### config.mk
export PLATFORM = sky130hd
export DESIGN_NAME = ruler_ascii_formatter_flat
export DESIGN_NICKNAME = d
export VERILOG_FILES = /design/src/rtl/ruler_ascii_formatter_if.sv /design/src/rtl/ruler_ascii_formatter.sv /design/src/flat_wrapper.sv
export SDC_FILE = /design/constraint.sdc
export NUM_CORES = 2
export LEC_CHECK = 0
export ABC_AREA = 1
export CAP_MARGIN = 20
export CORE_AREA = 2 2 784 786
export CTS_CLUSTER_DIAMETER = 80
export DETAILED_ROUTE_END_ITERATION = 7
export DIE_AREA = 0 0 786 788
export GPL_ROUTABILITY_DRIVEN = 1
export HOLD_SLACK_MARGIN = 0.15
export SKIP_CTS_REPAIR_TIMING = 1
export SLEW_MARGIN = 30
export SYNTH_ARGS = -nofsm -noshare
export SYNTH_HDL_FRONTEND = slang
export SYNTH_SLANG_ARGS = --single-unit
### constraint.sdc
create_clock -name clk -period 3.6 [get_ports clk]
set_clock_uncertainty 0.2 [all_clocks]
set_input_delay 0.54 -clock clk [delete_from_list [all_inputs] [get_ports clk]]
set_output_delay 0.54 -clock clk [all_outputs]
set_load 0.01 [all_outputs]
### src/rtl/ruler_ascii_formatter_if.sv
// ruler_ascii_formatter_if
//   Byte stream from the ruler formatter to the UART transmitter.
//   tx_data  : ASCII byte offered downstream
//   tx_valid : tx_data is valid
//   tx_ready : downstream accepts; transfer on tx_valid && tx_ready
//   master   : formatter side (drives data/valid)
//   slave    : transmitter side (drives ready)
interface ruler_ascii_formatter_if;
  logic [7:0] tx_data;
  logic       tx_valid;
  logic       tx_ready;

  modport master (output tx_data, output tx_valid, input tx_ready);
  modport slave  (input tx_data, input tx_valid, output tx_ready);
endinterface

### src/rtl/ruler_ascii_formatter.sv
// ruler_ascii_formatter
//   Converts an N-row bitmap of mark positions into an ASCII report: one
//   line per row listing the set positions in decimal, separated by spaces,
//   terminated by "\n". A request with done=0 produces "-\n".
//   Optional feature macro FMT_ROW_LABEL_EN: prefix each row line with
//   "<row>: ".
// Ports
//   clk    : clock, rising edge
//   resetn : asynchronous active-low reset
//   start  : one-cycle request to format ruler/done
//   ruler  : bitmap, row r mark j at bit (M+1)*r + j
//   done   : result-valid flag
//   tx     : byte stream (master modport of ruler_ascii_formatter_if)
//   busy   : message in progress
module ruler_ascii_formatter #(
  parameter int N  = 14,
  parameter int M  = 140,
  parameter int PW = $clog2(M + 1)
) (
  input  logic                  clk,
  input  logic                  resetn,
  input  logic                  start,
  input  logic [N*(M+1)-1:0]    ruler,
  input  logic                  done,
  ruler_ascii_formatter_if.master tx,
  output logic                  busy
);

`ifdef FMT_ROW_LABEL_EN
  localparam bit LABEL_EN = 1'b1;
`else
  localparam bit LABEL_EN = 1'b0;
`endif

  localparam int RW = (N > 1) ? $clog2(N) : 1;
  localparam int VW = 10;  // holds any value up to 999

  typedef enum logic [2:0] {IDLE, SCAN, CONV, EMIT, EOL, DONE} state_t;

  // EMIT sub-steps: 0 separator, 1 hundreds, 2 tens, 3 units, 4 ':', 5 ' '
  state_t             r_state, w_state_nxt;
  logic [N*(M+1)-1:0] r_ruler, w_ruler_nxt;
  logic [RW-1:0]      r_row,   w_row_nxt;
  logic [PW-1:0]      r_pos,   w_pos_nxt;
  logic [VW-1:0]      r_val,   w_val_nxt;
  logic [3:0]         r_hund,  w_hund_nxt;
  logic [3:0]         r_tens,  w_tens_nxt;
  logic [2:0]         r_phase, w_phase_nxt;
  logic               r_first, w_first_nxt;
  logic               r_label, w_label_nxt;
  logic               r_busy,  w_busy_nxt;
  logic               r_last,  w_last_nxt;
  logic [7:0]         r_tx_data,  w_tx_data_nxt;
  logic               r_tx_valid, w_tx_valid_nxt;

  logic [M:0]         w_row_bits;
  logic               w_bit;
  logic               w_xfer;
  logic               w_free;
  logic               w_load;
  logic [7:0]         w_byte;

  assign w_row_bits  = r_ruler[int'(r_row)*(M+1) +: (M+1)];
  assign w_bit       = w_row_bits[r_pos];
  assign w_xfer      = r_tx_valid && tx.tx_ready;
  // Output slot can take a new byte when empty or being drained this cycle.
  assign w_free      = !r_tx_valid || tx.tx_ready;

  assign tx.tx_data  = r_tx_data;
  assign tx.tx_valid = r_tx_valid;
  assign busy        = r_busy;

  always_ff @(posedge clk or negedge resetn) begin
    if (!resetn) begin
      r_state    <= IDLE;
      r_ruler    <= '0;
      r_row      <= '0;
      r_pos      <= '0;
      r_val      <= '0;
      r_hund     <= '0;
      r_tens     <= '0;
      r_phase    <= '0;
      r_first    <= 1'b0;
      r_label    <= 1'b0;
      r_busy     <= 1'b0;
      r_last     <= 1'b0;
      r_tx_data  <= '0;
      r_tx_valid <= 1'b0;
    end else begin
      r_state    <= w_state_nxt;
      r_ruler    <= w_ruler_nxt;
      r_row      <= w_row_nxt;
      r_pos      <= w_pos_nxt;
      r_val      <= w_val_nxt;
      r_hund     <= w_hund_nxt;
      r_tens     <= w_tens_nxt;
      r_phase    <= w_phase_nxt;
      r_first    <= w_first_nxt;
      r_label    <= w_label_nxt;
      r_busy     <= w_busy_nxt;
      r_last     <= w_last_nxt;
      r_tx_data  <= w_tx_data_nxt;
      r_tx_valid <= w_tx_valid_nxt;
    end
  end

  always_comb begin
    w_state_nxt    = r_state;
    w_ruler_nxt    = r_ruler;
    w_row_nxt      = r_row;
    w_pos_nxt      = r_pos;
    w_val_nxt      = r_val;
    w_hund_nxt     = r_hund;
    w_tens_nxt     = r_tens;
    w_phase_nxt    = r_phase;
    w_first_nxt    = r_first;
    w_label_nxt    = r_label;
    w_busy_nxt     = r_busy;
    w_last_nxt     = r_last;
    w_tx_data_nxt  = r_tx_data;
    w_tx_valid_nxt = r_tx_valid;
    w_load         = 1'b0;
    w_byte         = r_tx_data;

    // The FSM returns to IDLE once the final "\n" is queued; busy is held
    // until that byte actually leaves.
    if (w_xfer) begin
      w_tx_valid_nxt = 1'b0;
      if (r_last) begin
        w_busy_nxt = 1'b0;
        w_last_nxt = 1'b0;
      end
    end

    unique case (r_state)
      IDLE: begin
        if (start && !r_busy && !r_tx_valid) begin
          w_ruler_nxt = ruler;
          w_row_nxt   = '0;
          w_pos_nxt   = '0;
          w_phase_nxt = '0;
          w_first_nxt = 1'b1;
          w_busy_nxt  = 1'b1;
          if (!done) begin
            w_state_nxt = DONE;
          end else if (LABEL_EN) begin
            w_val_nxt   = '0;
            w_hund_nxt  = '0;
            w_tens_nxt  = '0;
            w_label_nxt = 1'b1;
            w_state_nxt = CONV;
          end else begin
            w_state_nxt = SCAN;
          end
        end
      end

      SCAN: begin
        if (w_bit) begin
          w_val_nxt   = VW'(r_pos);
          w_hund_nxt  = '0;
          w_tens_nxt  = '0;
          w_label_nxt = 1'b0;
          w_state_nxt = CONV;
        end else if (r_pos == PW'(M)) begin
          w_state_nxt = EOL;
        end else begin
          w_pos_nxt = r_pos + 1'b1;
        end
      end

      CONV: begin
        if (r_val >= VW'(100)) begin
          w_val_nxt  = r_val - VW'(100);
          w_hund_nxt = r_hund + 1'b1;
        end else if (r_val >= VW'(10)) begin
          w_val_nxt  = r_val - VW'(10);
          w_tens_nxt = r_tens + 1'b1;
        end else begin
          w_phase_nxt = r_first ? 3'd1 : 3'd0;
          w_state_nxt = EMIT;
        end
      end

      EMIT: begin
        unique case (r_phase)
          3'd0: if (w_free) begin
            w_load = 1'b1; w_byte = 8'h20; w_phase_nxt = 3'd1;
          end
          3'd1: begin
            if (r_hund == '0) begin
              w_phase_nxt = 3'd2;
            end else if (w_free) begin
              w_load = 1'b1; w_byte = 8'h30 + {4'h0, r_hund}; w_phase_nxt = 3'd2;
            end
          end
          3'd2: begin
            if (r_hund == '0 && r_tens == '0) begin
              w_phase_nxt = 3'd3;
            end else if (w_free) begin
              w_load = 1'b1; w_byte = 8'h30 + {4'h0, r_tens}; w_phase_nxt = 3'd3;
            end
          end
          3'd3: if (w_free) begin
            w_load = 1'b1;
            w_byte = 8'h30 + {4'h0, r_val[3:0]};
            if (r_label) begin
              w_phase_nxt = 3'd4;
            end else begin
              w_first_nxt = 1'b0;
              if (r_pos == PW'(M)) begin
                w_state_nxt = EOL;
              end else begin
                w_pos_nxt   = r_pos + 1'b1;
                w_state_nxt = SCAN;
              end
            end
          end
          3'd4: if (w_free) begin
            w_load = 1'b1; w_byte = 8'h3A; w_phase_nxt = 3'd5;
          end
          default: if (w_free) begin
            // Label done; scanning of the row starts at position 0.
            w_load = 1'b1; w_byte = 8'h20; w_state_nxt = SCAN;
          end
        endcase
      end

      EOL: begin
        if (w_free) begin
          w_load = 1'b1;
          w_byte = 8'h0A;
          if (r_row != RW'(N - 1)) begin
            w_row_nxt   = r_row + 1'b1;
            w_pos_nxt   = '0;
            w_first_nxt = 1'b1;
            if (LABEL_EN) begin
              w_val_nxt   = VW'(r_row) + VW'(1);
              w_hund_nxt  = '0;
              w_tens_nxt  = '0;
              w_label_nxt = 1'b1;
              w_state_nxt = CONV;
            end else begin
              w_state_nxt = SCAN;
            end
          end else begin
            w_last_nxt  = 1'b1;
            w_state_nxt = IDLE;
          end
        end
      end

      default: begin  // DONE: "-\n"
        if (w_free) begin
          w_load = 1'b1;
          if (r_phase == 3'd0) begin
            w_byte      = 8'h2D;
            w_phase_nxt = 3'd1;
          end else begin
            w_byte      = 8'h0A;
            w_last_nxt  = 1'b1;
            w_state_nxt = IDLE;
          end
        end
      end
    endcase

    if (w_load) begin
      w_tx_data_nxt  = w_byte;
      w_tx_valid_nxt = 1'b1;
    end
  end

endmodule

### src/flat_wrapper.sv
// flat-port wrapper written by rule: the top's interface ports become plain ports
module ruler_ascii_formatter_flat 
#(
  parameter int N  = 14,
  parameter int M  = 140,
  parameter int PW = $clog2(M + 1)
)
  (clk, resetn, start, ruler, done, busy, tx_tx_data, tx_tx_valid, tx_tx_ready);
  ruler_ascii_formatter_if tx_i ();
  input  logic clk;
  input  logic resetn;
  input  logic start;
  input  logic [N*(M+1)-1:0] ruler;
  input  logic done;
  output logic busy;
  output wire logic [$bits(tx_i.tx_data)-1:0] tx_tx_data;
  output wire logic [$bits(tx_i.tx_valid)-1:0] tx_tx_valid;
  input wire logic [$bits(tx_i.tx_ready)-1:0] tx_tx_ready;
  assign tx_tx_data = tx_i.tx_data;
  assign tx_tx_valid = tx_i.tx_valid;
  assign tx_i.tx_ready = tx_tx_ready;
  ruler_ascii_formatter #(.N(N), .M(M), .PW(PW)) u_core (.clk(clk), .resetn(resetn), .start(start), .ruler(ruler), .done(done), .tx(tx_i), .busy(busy));
endmodule
==> reports/results.txt <==
Fin crit period: 4140 ps
Clk pin slew, worst setup/hold paths: 60 ps
Synth Area in Adders: 0.180%
# DRC: 8
Final WS setup: -542 ps
XOR/XNOR share of the synthesized area: 0.0631%
Avg Inst Size Synth: 7.40 sq um
Net Sw Frac: 44.3%
Simple-gate area share of the yosys netlist: 33.2%
Top cell type's share of synthesized area: 52.0%
Worst Path Required: 4210 ps
Longest Clk Path Bufs: 4
Max-Cap Viols: 0
Slew Viols, Final: 0
Register area share after synthesis: 52.0%
Main flop type after synthesis: dfrtp_1
Layout Cells excl Fill: 26174
RSZ-0062 raised after global routing: true
Initial cell density of the core: 15.9%
Root Buffer: clkbuf_16
DR iter-0 viols: 12266
Post-route ant nets: 0
Worst path slowest cell: dfrtp_4
Met3 usage: 5.13%
HP Start: ruler[1167]
Io pins: 1989
Layout cells sized above 1: 9.03%
Status: complete, but fails checks
Die Area: 619000 sq um
CP Cell Sequence: buf_16, buf_12, buf_12, buf_16, nand2_1, nand3_1, buf_12, nand3_1, nand2_1, a21oi_1, nor2_2, nor2_4, nand2_1, nand3_2, a21oi_2, nor2_4, nand2_2, nand3_4, nand2_2, nand2_2, nand2_4, buf_12, nand2_2, o21ai_1
P_int: 75.5 mW
VDD IR-drop max: 392 uV
Final hold vios: 0
Largest family of logic cells by synthesized area: simple AND/OR/NAND/NOR gates
Site Rows: 287
Antenna violations before repair: 539
First-pass GRT wire length: 905000 um
TritonRoute pass-1 iters: 8
Post-DP HPWL: 572000 um
Startpoint Class: flop
Final #Nets: 19413
Crit Path Category: flop to flop
Clock latency on the worst-skew pair: 950 ps
GR peak layer: met2
Width of the die: 786 um
Crit-path max FO: 48
Die Y: 788 um
Worst slew margin: 38.3%
Final Cycle Share: 115%
Number of port buffers: 1986
Sequential share of power: 28.8%
Post-layout util: 27.1%
Crit path DAT: 4750 ps
Gr usage total: 21.5%
Place WS: -1470 ps
Met2 usage: 33.5%
Comb pwr share: 49.5%
CTS Buf Count: 272
Multiplexer share of the synthesized area: 0.0103%
Slowest stage delay, CP: 580 ps
YS warnings: 0
Crit end category: flop
CTS H-tree depth: 5
Routed Wire Length: 722000 um
CTS tree: built
Syn-to-layout area delta: 70.0%
Least-Margin Pin Slew: 926 ps
Leak pwr: 76.6 nW
Worst setup path start: u_core.r_row[0]
DR vias/cell: 4.32
Vias in the first global route: 99963
Placeable Area: 610000 sq um
Post-Place Cells: 23239
Avg WL per Cell: 27.6 um
Largest net degree at the start of global routing: 173
Async set or reset register ratio after synthesis: 100%
PD cells: 821 nW/um^2
Post-synthesis cell count: 13138
Post-synth EDFFs: 0
Yosys top cell by area: dfrtp_1
Synth unique cells: 52
FMAX: 241 MHz
Worst Hold Class: primary input to flop
Met1 usage: 26.7%
Area contributors post-synth: dfrtp_1 52%, nand2_1 27%, nand3_1 4.6%
Setup violations, final: 29
R2R Path Start: u_core.r_row[0]
Gpl congestion: 0.980
Failing checks: design-rule violations, negative setup slack
Grt ovf: 0
Hold WS: 133 ps
Vias: 113060
Clk network pwr share: 21.7%
Net Switching: 60.1 mW
Flops & latches, synth: 2020
Clock sinks: 2020
Synth Area in Compound Gates: 7.67%
Cell Area, Synth: 97200 sq um
## logic make-up (layout without fill, tap and decap cells)
group / Yosys count / after routing
fa+ha+maj: 14 / 14
flops: 2020 / 2020
simple gates: 8256 / 8256
other cells: 1 / 452
compound gates: 1333 / 1333
mux: 1 / 1
xor+xnor: 7 / 7
buf+inv: 1506 / 5999
## cells in the final DEF, fill, tap and decap left out, types with 16 or more instances in the layout
| master | count |
|---|---|
| o21ai_1 | 48 |
| nor2_1 | 208 |
| dfrtp_1 | 2015 |
| buf_6 | 16 |
| nand3_1 | 848 |
| o22ai_1 | 30 |
| clkinv_2 | 39 |
| nand2_2 | 69 |
| nand2_1 | 7008 |
| clkbuf_16 | 298 |
| diode_2 | 450 |
| nand3_2 | 45 |
| buf_4 | 612 |
| inv_1 | 624 |
| clkdlybuf4s50_1 | 1985 |
| dlygate4sd3_1 | 1936 |
| clkbuf_1 | 47 |
| buf_12 | 277 |
| a21oi_1 | 173 |
| bufinv_16 | 30 |
| o21ai_0 | 776 |
| clkbuf_8 | 43 |
| o211ai_1 | 246 |
## cells in the mapped netlist (2+ instances only)
master	number
nand2_1	7082
dfrtp_1	2020
nand3_1	898
o21ai_0	792
inv_1	631
clkbuf_1	475
o211ai_1	246
nor2_1	228
buf_2	215
a21oi_1	184
buf_4	68
buf_6	62
buf_1	40
o21ai_1	36
o22ai_1	30
ha_1	14
nand4_1	12
nor3_1	12
o21ai_2	12
a31oi_1	11
o221ai_1	7
xor2_1	7
inv_2	5
clkinv_1	4
nand2_2	3
nand3_2	3
nand3b_1	3
nor4_1	3
o31ai_1	3
or2_1	3
or2_2	3
a211oi_1	2
a22oi_1	2
buf_8	2
o2111ai_1	2
o41ai_1	2
## worst paths after layout
path / cells past startpoint / slack [ps] / to
setup / recovery: 24 / -540 / u_core.r_pos[6]
hold / removal: 3 / 130 / u_core.r_ruler[1167]
setup reg to reg: 24 / -540 / u_core.r_pos[6]
hold reg to reg: 2 / 270 / u_core.r_ruler[1262]
max in group asynchronous: 4 / 1800 / u_core.r_ruler[1600]
min in group asynchronous: 3 / 260 / u_core.r_ruler[1675]
## routing by layer
layer | up-vias | wire length, um
li1 | 50102 | -
met4 | 140 | 46800
met2 | 6103 | 328000
met1 | 54888 | 288000
met3 | 1827 | 58900
met5 | - | 927
## per-stage QoR
step	setup TNS (ps)	area (sq um)	total power, mW
2_1_floorplan	0	97200	64.6
3_3_place_gp	-44670	133000	101
3_5_place_dp	-40370	133000	101
4_1_cts	-40320	143000	131
5_1_grt	-17380	165000	143
6_report	-13630	165000	136
## state kept, by name (all words and copies together), names as in the netlist
register and flops:
u_core.r_row 4, u_core.r_val 10, u_core.r_first 1, u_core.busy 1
u_core.r_last 1, u_core.r_pos 8, u_core.r_hund 4, u_core.r_tens 4
u_core.tx.tx_valid 1, u_core.tx.tx_data 6, u_core.r_ruler 1974, u_core.r_phase 3
u_core.r_state 3
## critical path: cells and delay by family, from the launching register on
kind	cells	cell delay [ps]
AO/OA/AOI/OAI	3	380
AND/OR/NAND/NOR	15	1660
flip-flops	1	580
buffers and inverters	6	1040
## power groups by stage
stage	Sequential [mW]	Combinational, mW	Clock, mW
after global routing	39.9	72.5	30.9
final	39.1	67.1	29.5
after floorplan	36.6	28.0	0
after CTS	38.8	62.7	30.0
after global placement	38.9	62.2	0
after detailed placement	39.0	62.3	0
## area by class of cell
class,count,area [sq um]
repair inverters,2,46.3
inverters,642,2500
flip-flops and latches,2020,50600
clock buffers,366,7670
clock inverters,120,1880
multi-input cells,9613,40700
diodes,450,1130
well taps,8092,10100
fillers,65381,445000
repair buffers,4869,50600
Power figures use the tool's default switching activity.
